==> src/rtl/hazard_pkg.sv <==
// Shared types and constants for the pipeline hazard controller.
package hazard_pkg;

  typedef enum logic [1:0] {
    IDLE = 2'd0,
    BUSY = 2'd1
  } state_e;

  localparam int         MD_CNT_W = 8;
  localparam logic [4:0] REG_ZERO = 5'd0;

  // True when an ID source operand is actually read and names the EX destination.
  function automatic logic src_hits(input logic       use_rs,
                                    input logic [4:0] rs,
                                    input logic [4:0] rd);
    return use_rs && (rs == rd);
  endfunction

endpackage

==> src/rtl/hazard_perf_cnt.sv <==
// 32-bit saturating event counter, cleared by synchronous reset.
module hazard_perf_cnt (
  input  logic        clk,
  input  logic        reset,
  input  logic        inc,
  output logic [31:0] cnt
);

  logic [31:0] cnt_q;
  logic [31:0] cnt_d;

  always_comb begin
    cnt_d = cnt_q;
    if (inc && (cnt_q != 32'hFFFF_FFFF)) begin
      cnt_d = cnt_q + 32'd1;
    end
  end

  always_ff @(posedge clk) begin
    if (reset) begin
      cnt_q <= 32'd0;
    end else begin
      cnt_q <= cnt_d;
    end
  end

  assign cnt = cnt_q;

endmodule

==> src/rtl/hazard_ctrl.sv <==
// Load-use / branch-flush / mul-div stall controller for the 5-stage core.
// Optional performance counters are built when HAZARD_CTRL_PERF_CNT_EN is defined.
module hazard_ctrl
  import hazard_pkg::*;
#(
  parameter int MD_TIMEOUT = 64
) (
  input  logic        clk,
  input  logic        reset,
  input  logic [4:0]  rs1_id,
  input  logic [4:0]  rs2_id,
  input  logic        use_rs1_id,
  input  logic        use_rs2_id,
  input  logic [4:0]  rd_ex,
  input  logic        MemRead_ex,
  input  logic        md_ex,
  input  logic        branch_taken_ex,
  input  logic        md_done,
  output logic        pc_write,
  output logic        ifid_write,
  output logic        idex_write,
  output logic        ifid_flush,
  output logic        idex_flush,
  output logic        exmem_flush,
  output logic        md_start,
`ifdef HAZARD_CTRL_PERF_CNT_EN
  output logic [31:0] load_use_cnt,
  output logic [31:0] md_stall_cnt,
  output logic [31:0] flush_cnt,
`endif
  output logic        md_err
);

  localparam logic [MD_CNT_W-1:0] CNT_LAST = MD_CNT_W'(MD_TIMEOUT - 1);

  state_e              state_q, state_d;
  logic [MD_CNT_W-1:0] cnt_q, cnt_d;
  logic                err_q, err_d;
  logic                load_use;

  assign load_use = MemRead_ex && (rd_ex != REG_ZERO) &&
                    (src_hits(use_rs1_id, rs1_id, rd_ex) ||
                     src_hits(use_rs2_id, rs2_id, rd_ex));

  always_comb begin
    state_d     = state_q;
    cnt_d       = cnt_q;
    err_d       = err_q;
    pc_write    = 1'b1;
    ifid_write  = 1'b1;
    idex_write  = 1'b1;
    ifid_flush  = 1'b0;
    idex_flush  = 1'b0;
    exmem_flush = 1'b0;
    md_start    = 1'b0;

    unique case (state_q)
      IDLE: begin
        if (branch_taken_ex) begin
          ifid_flush = 1'b1;
          idex_flush = 1'b1;
        end else if (md_ex) begin
          md_start    = 1'b1;
          state_d     = BUSY;
          cnt_d       = '0;
          pc_write    = 1'b0;
          ifid_write  = 1'b0;
          idex_write  = 1'b0;
          exmem_flush = 1'b1;
        end else if (load_use) begin
          pc_write   = 1'b0;
          ifid_write = 1'b0;
          idex_flush = 1'b1;
        end
      end
      BUSY: begin
        // md_done takes precedence over the timeout so a late-but-valid result never flags an error.
        if (md_done) begin
          state_d = IDLE;
        end else if (cnt_q == CNT_LAST) begin
          err_d   = 1'b1;
          state_d = IDLE;
        end else begin
          pc_write    = 1'b0;
          ifid_write  = 1'b0;
          idex_write  = 1'b0;
          exmem_flush = 1'b1;
          cnt_d       = cnt_q + 1'b1;
        end
      end
      default: begin
        state_d = IDLE;
      end
    endcase

    // Freeze the front end and bubble every stage while reset is held.
    if (reset) begin
      pc_write    = 1'b0;
      ifid_write  = 1'b0;
      idex_write  = 1'b0;
      ifid_flush  = 1'b1;
      idex_flush  = 1'b1;
      exmem_flush = 1'b1;
      md_start    = 1'b0;
    end
  end

  always_ff @(posedge clk) begin
    if (reset) begin
      state_q <= IDLE;
      cnt_q   <= '0;
      err_q   <= 1'b0;
    end else begin
      state_q <= state_d;
      cnt_q   <= cnt_d;
      err_q   <= err_d;
    end
  end

  assign md_err = err_q;

`ifdef HAZARD_CTRL_PERF_CNT_EN
  logic lu_bubble, md_busy, br_flush;

  assign lu_bubble = !reset && (state_q == IDLE) && !branch_taken_ex && !md_ex && load_use;
  assign md_busy   = !reset && (state_q == BUSY);
  assign br_flush  = !reset && (state_q == IDLE) && branch_taken_ex;

  hazard_perf_cnt u_lu_cnt (
    .clk   (clk),
    .reset (reset),
    .inc   (lu_bubble),
    .cnt   (load_use_cnt)
  );

  hazard_perf_cnt u_md_cnt (
    .clk   (clk),
    .reset (reset),
    .inc   (md_busy),
    .cnt   (md_stall_cnt)
  );

  hazard_perf_cnt u_fl_cnt (
    .clk   (clk),
    .reset (reset),
    .inc   (br_flush),
    .cnt   (flush_cnt)
  );
`endif

endmodule
==> config.mk <==
export PLATFORM = sky130hd
export DESIGN_NAME = hazard_ctrl
export DESIGN_NICKNAME = d
export VERILOG_FILES = /design/src/rtl/hazard_pkg.sv /design/src/rtl/hazard_perf_cnt.sv /design/src/rtl/hazard_ctrl.sv
export SDC_FILE = /design/constraint.sdc
export NUM_CORES = 1
export LEC_CHECK = 0
export ABC_AREA = 1
export BUFFER_PORTS_ARGS = -buffer_cell sky130_fd_sc_hd__clkbuf_2
export CORE_ASPECT_RATIO = 0.7
export CORE_MARGIN = 8
export CORE_UTILIZATION = 43
export CTS_CLUSTER_DIAMETER = 50
export DETAILED_ROUTE_END_ITERATION = 8
export GPL_ROUTABILITY_DRIVEN = 1
export PLACE_DENSITY = 0.77
export SLEW_MARGIN = 10
export SYNTH_ARGS = -nofsm -noshare
export SYNTH_HDL_FRONTEND = slang
export SYNTH_SLANG_ARGS = --single-unit
==> constraint.sdc <==
create_clock -name clk -period 1.5 [get_ports clk]
set_input_delay 0.15 -clock clk [delete_from_list [all_inputs] [get_ports clk]]
set_output_delay 0.15 -clock clk [all_outputs]
set_load 0.01 [all_outputs]
==> impl_results.md, run 1 <==
- Outcome: complete, but fails checks
- Failing checks: setup timing
- Routed Antenna Nets: 0
- Final Slew Violations: 0
- Fin crit share: 114%
- # IOs: 31
- Hold Buf Count CTS: 0
- Die width: just under 70 um
- DRC viols: 0
- Setup TNS: -622 ps
- Total CTS buffers: 3
- CP Data Arrival Time: 1550 ps
- Worst reg-to-reg path cell count: 11
- Worst setup path category: register to output port
- Pin count of the biggest net entering global routing: 10
- FF+latch count, synth: 10
- Initial antenna violation count: 0
- Maxcap violations: 0
- Buffers on Ports: 30
- R2R setup slack: 120 ps
- Endpoints failing setup: 4
- Worst Path Required: 1350 ps
- Core Area: between 1500 and 2000 um^2
- Final Skew: around 5.0 ps
- Layout cells sized above 1: 31.6%
- Drt via density: 4.77
- Layout Area Growth over Synthesis: 36.3%
- Post-synth net total: 174
- Drt pass-1 iters: 4
- Worst-path clk slew: 70 ps
- Min Tclk post-route: 1700 ps
- Syn Area/Cell: 5.67 um^2
- Max-Slew Margin vs Limit: 76.8%
- Sink Count: 10
- Remaining global-route overflow: 0
- Detailed Route WL: ~2400 um
- Number of global-route vias before repair: 1000
- First-pass GRT wire length: roughly 4000 um
- Row count: 13
- Gp weighted congestion: 0.890
- Cell Area, Synth: 851 um^2
- Worst setup SP type: register
- Root buffer cell: clkbuf_4
- Initial DRC Count: 38
- CTS tree: yes
- Setup crit end kind: output port
- Die Area: between 3000 and 4000 um^2
- Post-route cell area: 1160 um^2
- Finished Layout Cells: 215
- Final worst setup slack: -203 ps
- YS warnings: 0
- RSZ-0062 raised after global routing: true
- Worst min path class: primary input to register
- Total power: approximately 0.63 mW
- Worst-path fanout max: 4
- Slew @ Worst Pin: 347 ps
- Hold Path Depth: 2
- PD cells: 546 nW/um^2
- Post-synthesis sequential area ratio: 23.5%
- Reg-to-Reg Start: cnt_q[0]$_SDFFE_PP0P_
- Total GRT Usage: roughly an eighth
- Hold Crit Start: reset
- Hold Crit Endpoint: cnt_q[3]$_SDFFE_PP0P_
- H-tree Lvls: 1
- Dpl cells: 202
- Routed WL per cell: 11.1 um
- Final nets: 219
- R2r endpoint: cnt_q[4]$_SDFFE_PP0P_
- Vias: ~1000
- Yosys cell types: 22
- Worst vdd ir: between 0.0002 and 0.0003 V
- Final Hold Viols: 0
- HPWL Detailed: ~1800 um
- Starting density of the core: between 40% and 50%
- Maximum clock frequency: 587 MHz
- CTS max path bufs: 2
- Leak pwr: 0.656 nW
- Die height: 53.2 um
- Skew-Pair Late Insertion Delay: 270 ps
- Post-Syn Instances: 150
- Placed inst area: 1030 um^2
- # diodes: 0
[area by class of cell]
class | count | area [um^2]
Clock buffer | 3 | 22.5
Inverter | 28 | 108
Fill cell | 172 | 694
Timing Repair Buffer | 42 | 253
Multi-Input combinational cell | 110 | 547
Sequential cell | 10 | 203
Tap cell | 22 | 27.5
[stage by stage]
step | utilization [%] | hold WS (ps) | setup slack [ps]
after floorplan | - | 346 | 23.4
after global placement | 55.3 | 446 | 56.0
after detailed placement | 55.3 | 459 | -9.65
after CTS | 59.4 | 204 | -189
after global routing | 62.6 | 214 | -279
final | 62.6 | 202 | -203
[state kept, by name, summed over array words and instances (netlist names)]
signal / count
cnt_q: 8
md_err: 1
state_q: 1
[how the worst max path moves through the flow]
stage / start / end / slack (ps) / cells after the start
2_1_floorplan: cnt_q[0]$_SDFFE_PP0P_ / pc_write / 20 / 10
5_1_grt: cnt_q[0]$_SDFFE_PP0P_ / ifid_write / -280 / 10
6_report: cnt_q[0]$_SDFFE_PP0P_ / ifid_write / -200 / 10
4_1_cts: cnt_q[1]$_SDFFE_PP0P_ / ifid_write / -190 / 10
3_5_place_dp: cnt_q[1]$_SDFFE_PP0P_ / ifid_write / -10 / 10
3_3_place_gp: cnt_q[0]$_SDFFE_PP0P_ / pc_write / 60 / 10
[logic make-up after synthesis]
family	after synthesis	share of synthesized area, %
AND/OR/NAND/NOR	98	52.8
buffers and inverters	30	14.6
AO/OA/AOI/OAI	10	6.62
flip-flops	10	23.5
XOR/XNOR	1	1.03
adder cells (fa/ha/maj)	1	1.47
[cells in the final DEF, fill, tap and decap left out, drive strengths merged]
cell and count:
a21oi 6, buf 15, clkbuf 30, dfxtp 10
ha 1, inv 28, nand2 52, nand3 10
nand4 1, nor2 33, nor3 2, o21a 1
o21ai 3, xor2 1
[synthesized netlist by cell type]
library cell / number / area [um^2]
inv_2: 1 / 3.75
nand3_1: 9 / 45.0
ha_1: 1 / 12.5
nand2_8: 1 / 20.0
nand2_1: 48 / 180
nand3_4: 1 / 17.5
buf_6: 1 / 11.3
o21a_1: 1 / 7.51
nand2_2: 2 / 12.5
a21oi_1: 5 / 25.0
nand4_1: 1 / 6.26
nor2_4: 3 / 33.8
nand2_4: 1 / 11.3
inv_1: 27 / 101
buf_4: 1 / 7.51
dfxtp_1: 10 / 200
nor3_1: 2 / 10.0
xor2_1: 1 / 8.76
nor2_1: 30 / 113
o21ai_0: 2 / 10.0
a21oi_2: 1 / 8.76
o21ai_1: 1 / 5.00
[critical path, stage by stage, from the launching register on]
cell and delay (ps):
dfxtp_2 360, ha_4 150, nand2_4 60, inv_4 70
nand3_4 90, nand2_4 110, nand2_8 50, nor2_4 120
nand2_1 80, inv_2 70, buf_6 100
[power breakdown]
part	leakage [nW]	internal, mW	switching (mW)
Sequential	0.0817	0.268	0.00377
Clock	0.0138	0.0930	0.0965
Combinational	0.560	0.0748	0.0966
[per-layer routing]
layer | GRT usage [%] | vias to the layer above | part of all wire [%]
li1 | - | 537 | -
met1 | 14.7 | 451 | 44
met2 | 22.9 | 33 | 49
met3 | 4.10 | 5 | 5.4
met4 | 5.42 | 0 | 1.6
met5 | 0 | - | 0
[repair_timing]
item                       in CTS  in global routing
setup endpoints to repair       4                  4
gates resized for setup         4                  7
buffers inserted                5                  5
pin swaps                       4                  4
(Power assumes the default switching activity.)
==> inputs of run 2 (changes only) <==
==> constraint.sdc (replaced) <==
create_clock -name clk -period 1.5 [get_ports clk]
set_input_delay 0.15 -clock clk [delete_from_list [all_inputs] [get_ports clk]]
set_output_delay 0.15 -clock clk [all_outputs]
set_load 0.1 [all_outputs]
==> impl_results.md, run 2 (synthesis gave the netlist of run 1 again) <==
- Outcome: complete, but fails checks
- Failing checks: setup timing
- # IOs: 31
- Die height: 53.2 um
- Combinational Power Share: just under 40%
- Routed Antenna Nets: 0
- Drt via density: 5.09
- Setup crit end kind: output port
- Setup TNS: -1550 ps
- Worst vdd ir: 0.000469 V
- Finished Layout Cells: 220
- Final Skew: 0.286 ps
- Leak pwr: between 0.7 and 0.8 nW
- H-tree Lvls: 1
- CTS max path bufs: 2
- Seq pwr share: 32.3%
- Hold Buf Count CTS: 0
- Vias: 1120
- R2r endpoint: cnt_q[5]$_SDFFE_PP0P_
- Buffers on Ports: 30
- Skew-Pair Late Insertion Delay: 260 ps
- Hold Crit Endpoint: state_q[0]$_SDFFE_PP0P_
- PD cells: roughly 630 nW/um^2
- RSZ-0062 raised after global routing: true
- Worst-path clk slew: 70 ps
- Initial DRC Count: 53
- Detailed Route WL: 3090 um
- DRC viols: 0
- Most common cell after layout, fill and taps aside: nand2_1
- Core Area: 1850 um^2
- Hold_ws: 212 ps
- Sink Count: 10
- Initial antenna violation count: 0
- Starting density of the core: 45.9%
- Worst min path class: primary input to register
- Routed WL per cell: between 10 and 15 um
- Min Tclk post-route: 1830 ps
- Worst setup path category: register to output port
- Top Layer Used: met4
- Reg-to-Reg Start: cnt_q[1]$_SDFFE_PP0P_
- Final Slew Violations: 0
- Final nets: 223
- HPWL Detailed: roughly 2100 um
- Wl on met1: 1130 um
- Worst-path fanout max: 3
- Worst path most repeated cell: nand2_4
- Clock power share: ~29%
- Pint: 0.528 mW
- CP max-delay cell: dfxtp_2
- Met2 Wirelength: ~1600 um
- Row count: 13
- Worst reg-to-reg path cell count: 11
- Root buffer cell: clkbuf_4
- Max reg flops: 8
- Number of global-route vias before repair: between 1000 and 1500
- Max-Slew Margin vs Limit: approximately 64%
- Total power: approximately 0.84 mW
- Slew @ Worst Pin: 543 ps
- Reg with most FFs: cnt_q
- Max incr delay on CP: 350 ps
- Final worst setup slack: -327 ps
- Total CTS buffers: 3
- Sw frac: 37.1%
- Endpoints failing setup: 8
- Pin count of the biggest net entering global routing: 10
- Drt pass-1 iters: 4
- # diodes: 0
- Layout cells sized above 1: 35.9%
- Worst Path Required: ~1400 ps
- Die Area: 3680 um^2
- Maxcap violations: 0
- Fin crit share: 122%
- Die width: 69.2 um
- Layout Area Growth over Synthesis: 55.3%
- Worst setup SP type: register
- Sw power: 0.311 mW
- Hold Path Depth: 2
- Dpl cells: 208
- R2R setup slack: -110 ps
- CP Data Arrival Time: roughly 1700 ps
- Maximum clock frequency: about 550 MHz
- Remaining global-route overflow: 0
- CP cell instances: ha_4 -> nand2_4 -> inv_4 -> nand3_4 -> nand2_4 -> nand2_8 -> nor2_4 -> nand2_2 -> clkinvlp_4 -> buf_12
- Gp weighted congestion: about 0.9
- Commonest non-fill, non-tap cells in the layout: 46 x nand2_1, 30 x nor2_1, 24 x inv_1, 23 x clkbuf_2, 16 x buf_4
- First-pass GRT wire length: 4770 um
- Total GRT Usage: 15.8%
- Final Hold Viols: 0
- CTS tree: yes
- Hold Crit Start: reset
- Metal3 WL: 349 um
[run 2: cell count changes in the layout (fill, tap and decap cells not counted), moves of 2 or more]
cell      previous run  this run
buf_12               0         6
clkbuf_2            27        23
buf_4               12        16
nor3_1               2         0
[run 2: power groups by stage]
| stage | clock network, mW | logic (mW) | registers (mW) |
|---|---|---|---|
| 3_3_place_gp | 0 | 0.296 | 0.277 |
| 3_5_place_dp | 0 | 0.302 | 0.277 |
| 2_1_floorplan | 0 | 0.194 | 0.277 |
| 5_1_grt | 0.268 | 0.342 | 0.271 |
| 6_report | 0.241 | 0.326 | 0.271 |
| 4_1_cts | 0.250 | 0.313 | 0.271 |
[run 2: cell type report]
cell class	count	area, um^2
multi-input cells	110	573
inverters	28	111
flip-flops and latches	10	206
clock buffers	4	36.3
well taps	22	27.5
repair buffers	46	367
fillers	138	533
[run 2: worst max-delay path: cells and delay by family (launching register included)]
kind,cells,cell delay [ps]
simple gates,6,530
buf+inv,3,360
fa+ha+maj,1,160
flops,1,350
[run 2: metrics by stage]
step / util (%) / setup slack (ps) / instance area [um^2]
floorplan: - / -814 / 890
global placement: 64.0 / 38.9 / 1190
detailed placement: 64.0 / 8.80 / 1190
CTS: 70.6 / -237 / 1310
global route: 71.3 / -416 / 1320
finish: 71.3 / -327 / 1320
[run 2: routing by layer]
layer | track usage [%] | vias up
met5 | 0 | -
met4 | 4.41 | 0
met3 | 7.09 | 8
met2 | 29.0 | 67
met1 | 16.4 | 498
li1 | - | 547
[run 2: timing repair]
item,4_1_cts,5_1_grt
setup endpoints to repair,6,12
gates resized for setup,6,6
pin swaps,7,8
gates cloned,0,0
buffers inserted,9,6
[run 2: worst max-delay path by stage]
stage                           from    endpoint  depth (start not counted)
2_1_floorplan  cnt_q[0]$_SDFFE_PP0P_    pc_write                         10
3_3_place_gp   cnt_q[1]$_SDFFE_PP0P_  ifid_write                         10
3_5_place_dp   cnt_q[1]$_SDFFE_PP0P_  ifid_write                         10
4_1_cts        cnt_q[0]$_SDFFE_PP0P_  ifid_write                         10
5_1_grt        cnt_q[1]$_SDFFE_PP0P_  ifid_write                         10
6_report       cnt_q[1]$_SDFFE_PP0P_  ifid_write                         10
==> inputs of run 3 (changes only) <==
--- a/config.mk
+++ b/config.mk
@@ -8,12 +8,12 @@
 export ABC_AREA = 1
 export BUFFER_PORTS_ARGS = -buffer_cell sky130_fd_sc_hd__clkbuf_2
 export CORE_ASPECT_RATIO = 0.7
-export CORE_MARGIN = 8
 export CORE_UTILIZATION = 43
 export CTS_CLUSTER_DIAMETER = 50
 export DETAILED_ROUTE_END_ITERATION = 8
 export GPL_ROUTABILITY_DRIVEN = 1
 export PLACE_DENSITY = 0.77
+export REMOVE_ABC_BUFFERS = 1
 export SLEW_MARGIN = 10
 export SYNTH_ARGS = -nofsm -noshare
 export SYNTH_HDL_FRONTEND = slang
==> impl_results.md, run 3 (synthesis gave the netlist of run 1 again) <==
- Leak pwr: 0.682 nW
- Hold Crit Start: reset
- H-tree Lvls: 1
- Maxcap violations: 0
- Buffers on Ports: 30
- Final Hold Viols: 0
- RSZ-0062 raised after global routing: true
- Remaining global-route overflow: 0
- Post-layout util: 68.3%
- Worst Path Buf+Inv: 4
- Setup crit end kind: output port
- Number of global-route vias before repair: about 890
- Sink Count: 10
- Outcome: complete, but fails checks
- Min Tclk post-route: 1730 ps
- Die width: 55.2 um
- Worst vdd ir: 0.000531 V
- CP cell instances: inv_1 -> nor2_4 -> nand2_4 -> nand2_8 -> nor2_4 -> buf_4 -> inv_2 -> buf_12
- Worst-path fanout max: 5
- Die Area: 2160 um^2
- Endpoints failing setup: 10
- Hold Crit Endpoint: cnt_q[7]$_SDFFE_PP0P_
- Max-Slew Margin vs Limit: 64.3%
- Metal3 WL: 134 um
- DRC viols: 0
- Pin count of the biggest net entering global routing: 10
- HPWL Detailed: between 1500 and 2000 um
- Detailed Route WL: approximately 2500 um
- CP max-delay cell: dfxtp_1
- Met2 Wirelength: 1200 um
- Gp weighted congestion: around 0.85
- # diodes: 0
- Vias: 1029
- # IOs: 31
- Reg with most FFs: cnt_q
- Final worst setup slack: -232 ps
- Drt via density: 4.72
- Row count: 13
- Slew @ Worst Pin: between 500 and 600 ps
- Dpl ws: -52.8 ps
- First-pass GRT wire length: 3650 um
- Layout cells sized above 1: 33.2%
- CTS tree: yes
- Final Slew Violations: 0
- Initial DRC Count: 39
- Most common cell after layout, fill and taps aside: nand2_1
- Total CTS buffers: 3
- Failing checks: setup timing
- Commonest non-fill, non-tap cells in the layout: 47 x nand2_1, 30 x nor2_1, 24 x inv_1, 23 x clkbuf_2, 15 x buf_4
- Routed Antenna Nets: 0
- Final Skew: 3.96 ps
- CTS max path bufs: 2
- Setup TNS: -1460 ps
- Core Area: ~1900 um^2
- Worst reg-to-reg path cell count: 11
- Wl on met1: 1140 um
- R2r endpoint: cnt_q[5]$_SDFFE_PP0P_
- Max reg flops: 8
- Worst setup path category: register to output port
- Worst setup SP type: register
- CP top delay family: buffers and inverters
- Maximum clock frequency: 577 MHz
- Worst min path class: primary input to register
- Routed WL per cell: 11.6 um
- Final nets: between 200 and 250
- CP Data Arrival Time: around 1600 ps
- Layout Area Growth over Synthesis: 48.8%
- Skew-Pair Late Insertion Delay: 280 ps
- Root buffer cell: clkbuf_4
- Fin crit share: 115%
- # fillers: 167
- Max incr delay on CP: 430 ps
- R2R setup slack: -120 ps
- Die height: just under 40 um
- Top Layer Used: met4
- Reg-to-Reg Start: cnt_q[0]$_SDFFE_PP0P_
- Total GRT Usage: 25.3%
- Worst-path clk slew: 60 ps
- PD cells: between 600 and 700 nW/um^2
- Post-route cell area: 1270 um^2
- Drt pass-1 iters: 4
- Worst Path Required: between 1000 and 1500 ps
- Placed inst area: 1160 um^2
- Hold Buf Count CTS: 0
- Worst path most repeated cell: nor2_4
- Initial antenna violation count: 0
- Hold_ws: 203 ps
- Starting density of the core: between 40 and 50%
- Hold Path Depth: 2
## run 3: final cells by class
cell class	instances	area [um^2]	share of cell area (%)
well taps	22	27.5	2.17
repair buffers	45	362	28.6
flip-flops and latches	10	208	16.4
clock buffers	3	22.5	1.78
multi-input cells	110	542	42.8
inverters	28	105	8.30
## run 3: what timing repair did
item	in CTS	in global routing
setup endpoints to repair	6	11
pin swaps	3	2
buffers inserted	4	3
resized for setup	10	2
endpoints found under the hold margin	0	0
## run 3: worst reg2reg max path, cell delays in order (launching register included)
cell	delay (ps)
dfxtp_4	360
ha_4	130
nand2_2	60
inv_2	80
nand3_4	90
buf_4	150
buf_4	120
buf_4	130
a21oi_2	200
nor2_1	60
nor2_1	90
nor2_1	40
## run 3: routing by layer
| metal | global-route usage (%) | vias up |
|---|---|---|
| met5 | 0 | - |
| met4 | 9.38 | 0 |
| met3 | 7.84 | 7 |
| met2 | 43.4 | 38 |
| met1 | 29.5 | 445 |
| li1 | - | 539 |
## run 3: through the flow
step | instances | total power [mW]
3_5_place_dp | 208 | 0.572
3_3_place_gp | 208 | 0.567
2_1_floorplan | 148 | 0.454
5_1_grt | 218 | 0.798
4_1_cts | 215 | 0.764
6_report | 218 | 0.765
## run 3: how the worst max path moves through the flow
stage / from / to / slack (ps) / cells past startpoint
after floorplan: cnt_q[0]$_SDFFE_PP0P_ / ifid_write / -1410 / 9
after global routing: cnt_q[0]$_SDFFE_PP0P_ / pc_write / -300 / 10
after detailed placement: cnt_q[0]$_SDFFE_PP0P_ / pc_write / -50 / 10
after global placement: cnt_q[0]$_SDFFE_PP0P_ / pc_write / -7 / 10
final: state_q[0]$_SDFFE_PP0P_ / exmem_flush / -230 / 8
after CTS: cnt_q[1]$_SDFFE_PP0P_ / pc_write / -220 / 10
## run 3: report_power, final
part,switching (mW),internal [mW]
Sequential,0.00418,0.266
Clock,0.0963,0.0931
Combinational,0.198,0.108
